File: src/rtl/fetch_pkg.sv
// Shared types and constants for the instruction fetch stage and its consumers.
// rvga_cword is the decode control word; fetch fills only pc and inst.
package fetch_pkg;

    localparam logic [31:0] NOP_INST = 32'h0000_0013;

    typedef struct packed {
        logic [31:0] pc;
        logic [31:0] inst;
    } fetch_entry_t;

    typedef struct packed {
        logic [31:0] pc;
        logic [31:0] inst;
        logic [4:0]  rs1;
        logic [4:0]  rs2;
        logic [4:0]  rd;
        logic [31:0] imm;
        logic [3:0]  alu_op;
        logic        is_branch;
        logic        is_jump;
        logic        is_load;
        logic        is_store;
    } rvga_cword;

    function automatic rvga_cword cword_from_entry(input fetch_entry_t e);
        rvga_cword cw;
        cw      = '0;
        cw.pc   = e.pc;
        cw.inst = e.inst;
        return cw;
    endfunction

    function automatic rvga_cword bubble_cword();
        rvga_cword cw;
        cw      = '0;
        cw.inst = NOP_INST;
        return cw;
    endfunction

endpackage

File: src/rtl/fetch_if.sv
// Instruction memory request/response bus: req/gnt handshake, in-order rvalid responses.
interface fetch_if;
    logic        req;
    logic [31:0] addr;
    logic        gnt;
    logic        rvalid;
    logic [31:0] rdata;

    modport master (output req, addr, input gnt, rvalid, rdata);
    modport slave  (input req, addr, output gnt, rvalid, rdata);
endinterface

File: src/rtl/fetch_fifo.sv
// Small first-word-fall-through buffer of fetched instructions.
// Flush wins over push and pop in the same cycle.
module fetch_fifo
    import fetch_pkg::*;
#(
    parameter int DEPTH = 2,
    parameter int CW    = $clog2(DEPTH + 1)
) (
    input  logic          clk,
    input  logic          rst_n,
    input  logic          flush,
    input  logic          push,
    input  fetch_entry_t  din,
    input  logic          pop,
    output fetch_entry_t  dout,
    output logic [CW-1:0] count,
    output logic          empty,
    output logic          full
);

    localparam int PW = (DEPTH > 1) ? $clog2(DEPTH) : 1;

    fetch_entry_t  mem [DEPTH];
    logic [PW-1:0] wr_ptr_reg;
    logic [PW-1:0] rd_ptr_reg;
    logic [CW-1:0] count_reg;
    logic          do_push;
    logic          do_pop;
    logic [DEPTH-1:0] slot_we;

    function automatic logic [PW-1:0] next_ptr(input logic [PW-1:0] p);
        return (p == PW'(DEPTH - 1)) ? '0 : p + PW'(1);
    endfunction

    assign empty   = (count_reg == '0);
    assign full    = (count_reg == CW'(DEPTH));
    assign count   = count_reg;
    assign do_pop  = pop & ~flush & ~empty;
    assign do_push = push & ~flush & (~full | do_pop);
    assign dout    = mem[rd_ptr_reg];

    for (genvar gi = 0; gi < DEPTH; gi++) begin : g_we
        assign slot_we[gi] = do_push & (wr_ptr_reg == PW'(gi));
    end

    // Storage carries no reset so it can map onto distributed RAM.
    always_ff @(posedge clk) begin
        for (int i = 0; i < DEPTH; i++) begin
            if (slot_we[i]) mem[i] <= din;
        end
    end

    always_ff @(posedge clk or negedge rst_n) begin
        if (!rst_n) begin
            wr_ptr_reg <= '0;
            rd_ptr_reg <= '0;
            count_reg  <= '0;
        end else if (flush) begin
            wr_ptr_reg <= '0;
            rd_ptr_reg <= '0;
            count_reg  <= '0;
        end else begin
            if (do_push) wr_ptr_reg <= next_ptr(wr_ptr_reg);
            if (do_pop)  rd_ptr_reg <= next_ptr(rd_ptr_reg);
            count_reg <= count_reg + CW'(do_push) - CW'(do_pop);
        end
    end

endmodule

File: src/rtl/fetch.sv
// Instruction fetch stage: PC, credit-limited imem requests, stale-response dropping
// after redirects, and a stall-tolerant output register feeding decode.
module fetch
    import fetch_pkg::*;
#(
    parameter logic [31:0] RESET_PC   = 32'h0000_0000,
    parameter int          FIFO_DEPTH = 2
) (
    input  logic           clk,
    input  logic           rst_n,
    input  logic           stall,
    input  logic           redirect,
    input  logic [31:0]    redirect_pc,
    fetch_if.master        imem,
    output rvga_cword      if_de_cword,
    output logic           if_de_valid
);

    localparam int CW = $clog2(FIFO_DEPTH + 1);

    logic [31:0]   pc_reg, pc_next;
    logic [31:0]   rsp_pc_reg, rsp_pc_next;
    logic [CW-1:0] outstanding_reg, outstanding_next;
    logic [CW-1:0] drop_cnt_reg, drop_cnt_next;
    rvga_cword     cword_reg, cword_next;
    logic          valid_reg, valid_next;

    logic [CW-1:0] fifo_count;
    logic          fifo_empty;
    logic          fifo_full;
    fetch_entry_t  fifo_head;
    fetch_entry_t  rsp_entry;
    logic          grant;
    logic          deliver;
    logic          bypass;
    logic          fifo_push;
    logic          fifo_pop;
    logic [CW:0]   credit_used;
    logic [CW:0]   drop_sum;
    logic [31:0]   redirect_target;

    assign redirect_target = {redirect_pc[31:2], 2'b00};
    // Buffered plus in-flight words may never exceed the buffer, so every response has a slot.
    assign credit_used = {1'b0, fifo_count} + {1'b0, outstanding_reg};
    assign imem.req    = ~redirect & (credit_used < (CW+1)'(FIFO_DEPTH));
    assign imem.addr   = pc_reg;

    assign grant     = imem.req & imem.gnt;
    assign deliver   = imem.rvalid & (drop_cnt_reg == '0) & ~redirect;
    assign bypass    = deliver & fifo_empty & ~stall;
    assign fifo_push = deliver & ~bypass;
    assign fifo_pop  = ~stall & ~fifo_empty;
    assign rsp_entry = '{pc: rsp_pc_reg, inst: imem.rdata};

    // Every in-flight word becomes stale on redirect; an rvalid consumed this cycle is one fewer.
    assign drop_sum = {1'b0, drop_cnt_reg} + {1'b0, outstanding_reg} - (CW+1)'(imem.rvalid);

    fetch_fifo #(
        .DEPTH (FIFO_DEPTH),
        .CW    (CW)
    ) u_fifo (
        .clk   (clk),
        .rst_n (rst_n),
        .flush (redirect),
        .push  (fifo_push),
        .din   (rsp_entry),
        .pop   (fifo_pop),
        .dout  (fifo_head),
        .count (fifo_count),
        .empty (fifo_empty),
        .full  (fifo_full)
    );

    always_comb begin
        pc_next          = pc_reg;
        rsp_pc_next      = rsp_pc_reg;
        outstanding_next = outstanding_reg;
        drop_cnt_next    = drop_cnt_reg;
        if (redirect) begin
            pc_next          = redirect_target;
            rsp_pc_next      = redirect_target;
            outstanding_next = '0;
            drop_cnt_next    = drop_sum[CW-1:0];
        end else begin
            if (grant)   pc_next     = pc_reg + 32'd4;
            if (deliver) rsp_pc_next = rsp_pc_reg + 32'd4;
            outstanding_next = outstanding_reg + CW'(grant) - CW'(deliver);
            if (imem.rvalid && drop_cnt_reg != '0) drop_cnt_next = drop_cnt_reg - CW'(1);
        end
    end

    always_comb begin
        cword_next = cword_reg;
        valid_next = valid_reg;
        if (redirect) begin
            valid_next      = 1'b0;
            cword_next.inst = NOP_INST;
        end else if (!stall) begin
            if (!fifo_empty) begin
                cword_next = cword_from_entry(fifo_head);
                valid_next = 1'b1;
            end else if (deliver) begin
                cword_next = cword_from_entry(rsp_entry);
                valid_next = 1'b1;
            end else begin
                valid_next      = 1'b0;
                cword_next.inst = NOP_INST;
            end
        end
    end

    always_ff @(posedge clk or negedge rst_n) begin
        if (!rst_n) begin
            pc_reg          <= RESET_PC;
            rsp_pc_reg      <= RESET_PC;
            outstanding_reg <= '0;
            drop_cnt_reg    <= '0;
            cword_reg       <= bubble_cword();
            valid_reg       <= 1'b0;
        end else begin
            pc_reg          <= pc_next;
            rsp_pc_reg      <= rsp_pc_next;
            outstanding_reg <= outstanding_next;
            drop_cnt_reg    <= drop_cnt_next;
            cword_reg       <= cword_next;
            valid_reg       <= valid_next;
        end
    end

    assign if_de_cword = cword_reg;
    assign if_de_valid = valid_reg;

    assert property (@(posedge clk) disable iff (!rst_n)
        !(fifo_push && fifo_full && !fifo_pop));

    assert property (@(posedge clk) disable iff (!rst_n)
        !redirect || (drop_sum <= (CW+1)'(FIFO_DEPTH)));

endmodule

File: src/flat_wrapper.sv
// flat-port wrapper written by rule: the top's interface ports become plain ports
module fetch_flat import fetch_pkg::*;
#(
    parameter logic [31:0] RESET_PC   = 32'h0000_0000,
    parameter int          FIFO_DEPTH = 2
)
  (clk, rst_n, stall, redirect, redirect_pc, if_de_cword, if_de_valid, imem_req, imem_addr, imem_gnt, imem_rvalid, imem_rdata);
  fetch_if imem_i ();
  input  logic clk;
  input  logic rst_n;
  input  logic stall;
  input  logic redirect;
  input  logic [31:0] redirect_pc;
  output rvga_cword if_de_cword;
  output logic if_de_valid;
  output wire logic [$bits(imem_i.req)-1:0] imem_req;
  output wire logic [$bits(imem_i.addr)-1:0] imem_addr;
  input wire logic [$bits(imem_i.gnt)-1:0] imem_gnt;
  input wire logic [$bits(imem_i.rvalid)-1:0] imem_rvalid;
  input wire logic [$bits(imem_i.rdata)-1:0] imem_rdata;
  assign imem_req = imem_i.req;
  assign imem_addr = imem_i.addr;
  assign imem_i.gnt = imem_gnt;
  assign imem_i.rvalid = imem_rvalid;
  assign imem_i.rdata = imem_rdata;
  fetch #(.RESET_PC(RESET_PC), .FIFO_DEPTH(FIFO_DEPTH)) u_core (.clk(clk), .rst_n(rst_n), .stall(stall), .redirect(redirect), .redirect_pc(redirect_pc), .imem(imem_i), .if_de_cword(if_de_cword), .if_de_valid(if_de_valid));
endmodule
File: config.mk
export PLATFORM = sky130hd
export DESIGN_NAME = fetch_flat
export DESIGN_NICKNAME = d
export VERILOG_FILES = /design/src/rtl/fetch_pkg.sv /design/src/rtl/fetch_if.sv /design/src/rtl/fetch_fifo.sv /design/src/rtl/fetch.sv /design/src/flat_wrapper.sv
export SDC_FILE = /design/constraint.sdc
export NUM_CORES = 1
export LEC_CHECK = 0
export CAP_MARGIN = 5
export CORE_MARGIN = 3
export CORE_UTILIZATION = 45
export CTS_CLUSTER_DIAMETER = 120
export CTS_CLUSTER_SIZE = 20
export DETAILED_ROUTE_END_ITERATION = 6
export PLACE_DENSITY = 0.71
export SYNTH_ARGS = -nofsm -noshare
export SYNTH_HDL_FRONTEND = slang
export SYNTH_SLANG_ARGS = --single-unit
export TNS_END_PERCENT = 100
File: constraint.sdc
create_clock -name clk -period 14.1 [get_ports clk]
set_clock_uncertainty 0.15 [all_clocks]
set_input_delay 2.82 -clock clk [delete_from_list [all_inputs] [get_ports clk]]
set_output_delay 2.82 -clock clk [all_outputs]
set_load 0.01 [all_outputs]
==> results.json <==
{
  "post-route-util": 0.554,
  "drive_above_1_share": 0.0836,
  "cts_tree": "yes",
  "final-setup-viol-count": 0,
  "clock-sinks": 255,
  "synth_top_area_share": 0.323,
  "post_cts_buffers": 0,
  "reg2regPathDepth": 7,
  "leakagePower_nw": 5.14,
  "hp-start": "u_core.if_de_cword[116]",
  "antennaDiodeCount": 0,
  "total_power_mw": 1.83,
  "vias": 7262,
  "core_area_mm2": 0.0247,
  "ys_warn_count": 0,
  "max_cap_violations": 0,
  "whs_endpoint": "u_core.if_de_cword[116]",
  "crit_path_end_kind": "output pin",
  "clock_path_buffers": 3,
  "startpoint_type": "input pin",
  "status": "finished clean",
  "drtIter0Drc": 534,
  "min_period_ns": 7.28,
  "gp_congestion": 0.797,
  "tightestPinTransition_ns": 1.14,
  "finalInstanceArea_mm2": 0.0137,
  "fp.dieArea_mm2": 0.0275,
  "post-place-ws_ns": 6.80,
  "antenna_found_initial": 0,
  "grt_pass1_wl_um": 39500,
  "yosysTopAreaCell": "edfxtp_1",
  "drcViolationCount": 0,
  "fmax_mhz": 137,
  "holdWs_ns": 0.334,
  "num-nets-final": 1146,
  "grt_pass1_vias": 7321,
  "antenna_left": 0,
  "synthCells": 923,
  "ys.flop_type": "dfrtp_1",
  "hp-class": "flop to flop",
  "rrSetupSlack_ns": 11.21,
  "max_slew_margin": 0.241,
  "drt_pre_antenna_iters": 7,
  "vdd_ir_drop_max_v": 0.0000730,
  "die-width_um": 166,
  "worstSetupPathType": "input pin to output pin",
  "setup-tns-final_ns": 0,
  "post_drt_wl_per_cell_um": 17.4,
  "power_density_mw_per_mm2": 134,
  "path_clk_slew_ns": 0.08,
  "reg2reg_to": "u_core.imem.addr[26]",
  "synth-seq-area-share": 0.608,
  "placed_cell_area_mm2": 0.0132,
  "cts_buffers": 16,
  "worstPathRequired_ns": 11.13,
  "final_cells": 1401,
  "die_h_um": 166,
  "synth_edf_count": 124,
  "cts_resized": 0,
  "synth_seq_cells": 255,
  "grt_overflow": 0,
  "clk_latency_ns": 0.49,
  "area_delta_synth_final_pct": 19.0,
  "hold_depth": 2,
  "hold_violations": 0,
  "start_util": 0.465,
  "dp_hpwl_um": 16000,
  "rsz0062_at_grt": "no",
  "arrival_ns": 4.31,
  "min_period_over_period": 0.516,
  "worstPathMaxFanout": 40,
  "grt_max_degree": 73,
  "largest_reg_flops": 124,
  "port_buffers": 161,
  "top_register": "u_core.u_fifo.mem",
  "htree_levels": 1,
  "ys_top_cells_by_area": "edfxtp_1 (32%), dfrtp_1 (28%), mux2i_1 (4.9%), buf_4 (3.8%), mux2_2 (3.3%)",
  "postCtsHoldBufs": 0,
  "fp-row-count": 57,
  "grt_usage": 0.174,
  "ios": 223,
  "ys_types": 58,
  "drt_wl_total_um": 24400,
  "avgSynthCellArea_um2": 12.5,
  "async_flop_share": 0.514,
  "drv_slew": 0,
  "synth_area_mm2": 0.0115,
  "avgViaCountPerCell": 5.18,
  "timing.rr.start": "u_core.u_fifo.count[0]",
  "fin_ws_ns": 6.82,
  "root_buffer": "clkbuf_16",
  "dp.cells": 1373
}
==> critical path: stages <==
cell	delay (ns)
clkdlybuf4s50_1	0.39
buf_4	0.28
nor3_1	0.24
clkdlybuf4s50_1	0.57
==> cell type report <==
cell class	instances	area, um^2
Multi-Input combinational cell	605	4060
Sequential cell	255	7010
Tap cell	324	405
Fill cell	2070	11000
Timing Repair Buffer	171	1690
Clock inverter	1	7.51
Inverter	18	67.6
Clock buffer	27	463
==> synth_stat cells (2+ instances only) <==
master and n:
o211ai_1 4, mux2_2 34, xnor2_1 43, o21ai_0 31, buf_1 5, dfstp_2 3, a21boi_0 4, clkbuf_1 27
a31oi_1 2, o21ai_1 2, inv_1 18, and2_1 6, mux2i_1 56, nand4_4 2, nand4_1 11, nand2b_1 8
nor3b_1 2, a21oi_1 44, nor2_1 82, and3_1 12, dfrtp_1 128, buf_4 59, xor2_1 17, o311ai_0 2
ha_1 8, or2_2 2, nand2_1 59, nor4_2 4, nand3_1 20, o22ai_1 9, nor4_1 5, nor2b_1 3
nor3_1 9, a21boi_1 8, or3_1 3, edfxtp_1 124, buf_2 11, and4_1 8, a221o_1 29
==> logic make-up (layout without fill, tap and decap cells) <==
| family | after synthesis | after routing | share of synthesized area |
|---|---|---|---|
| XOR/XNOR | 60 | 60 | 0.0456 |
| buffers and inverters | 121 | 217 | 0.0605 |
| AO/OA/AOI/OAI | 139 | 139 | 0.0796 |
| flip-flops | 255 | 255 | 0.608 |
| adder cells (fa/ha/maj) | 9 | 9 | 0.0104 |
| other | 1 | 59 | 0.000326 |
| AND/OR/NAND/NOR | 247 | 247 | 0.112 |
| multiplexers | 91 | 91 | 0.0829 |
==> cell usage in the layout (no fill, tap or decap), types with 29 or more instances in the layout <==
master,instances
a21oi_1,44
a221o_1,29
clkdlybuf4s50_1,160
conb_1,59
dfrtp_1,127
edfxtp_1,124
mux2_2,34
mux2i_1,56
nand2_1,59
nor2_1,81
o21ai_0,31
xnor2_1,43
==> where the power goes <==
part	total, mW	internal, mW	leakage [nW]	switching [mW]
clock	0.466	0.227	0.221	0.239
sequential	0.947	0.872	2.73	0.0753
combinational	0.419	0.213	2.19	0.206
==> layer usage <==
metal	global-route usage	up-vias	wire length [um]
met5	0	-	0
met4	0.0373	0	293
met3	0.0298	20	1480
met2	0.272	199	11000
met1	0.257	3561	11600
li1	-	3482	-
==> how the worst max path moves through the flow <==
| stage | start | end | slack [ns] | cells after the start |
|---|---|---|---|---|
| 4_1_cts | redirect | imem_req | 6.79 | 4 |
| 2_1_floorplan | redirect | u_core.u_fifo.mem[0][0] | 4.12 | 3 |
| 3_5_place_dp | redirect | imem_req | 6.80 | 4 |
| 5_1_grt | redirect | imem_req | 6.73 | 4 |
| 3_3_place_gp | redirect | imem_req | 6.79 | 4 |
| 6_report | redirect | imem_req | 6.82 | 4 |
Power figures use the tool's default switching activity.
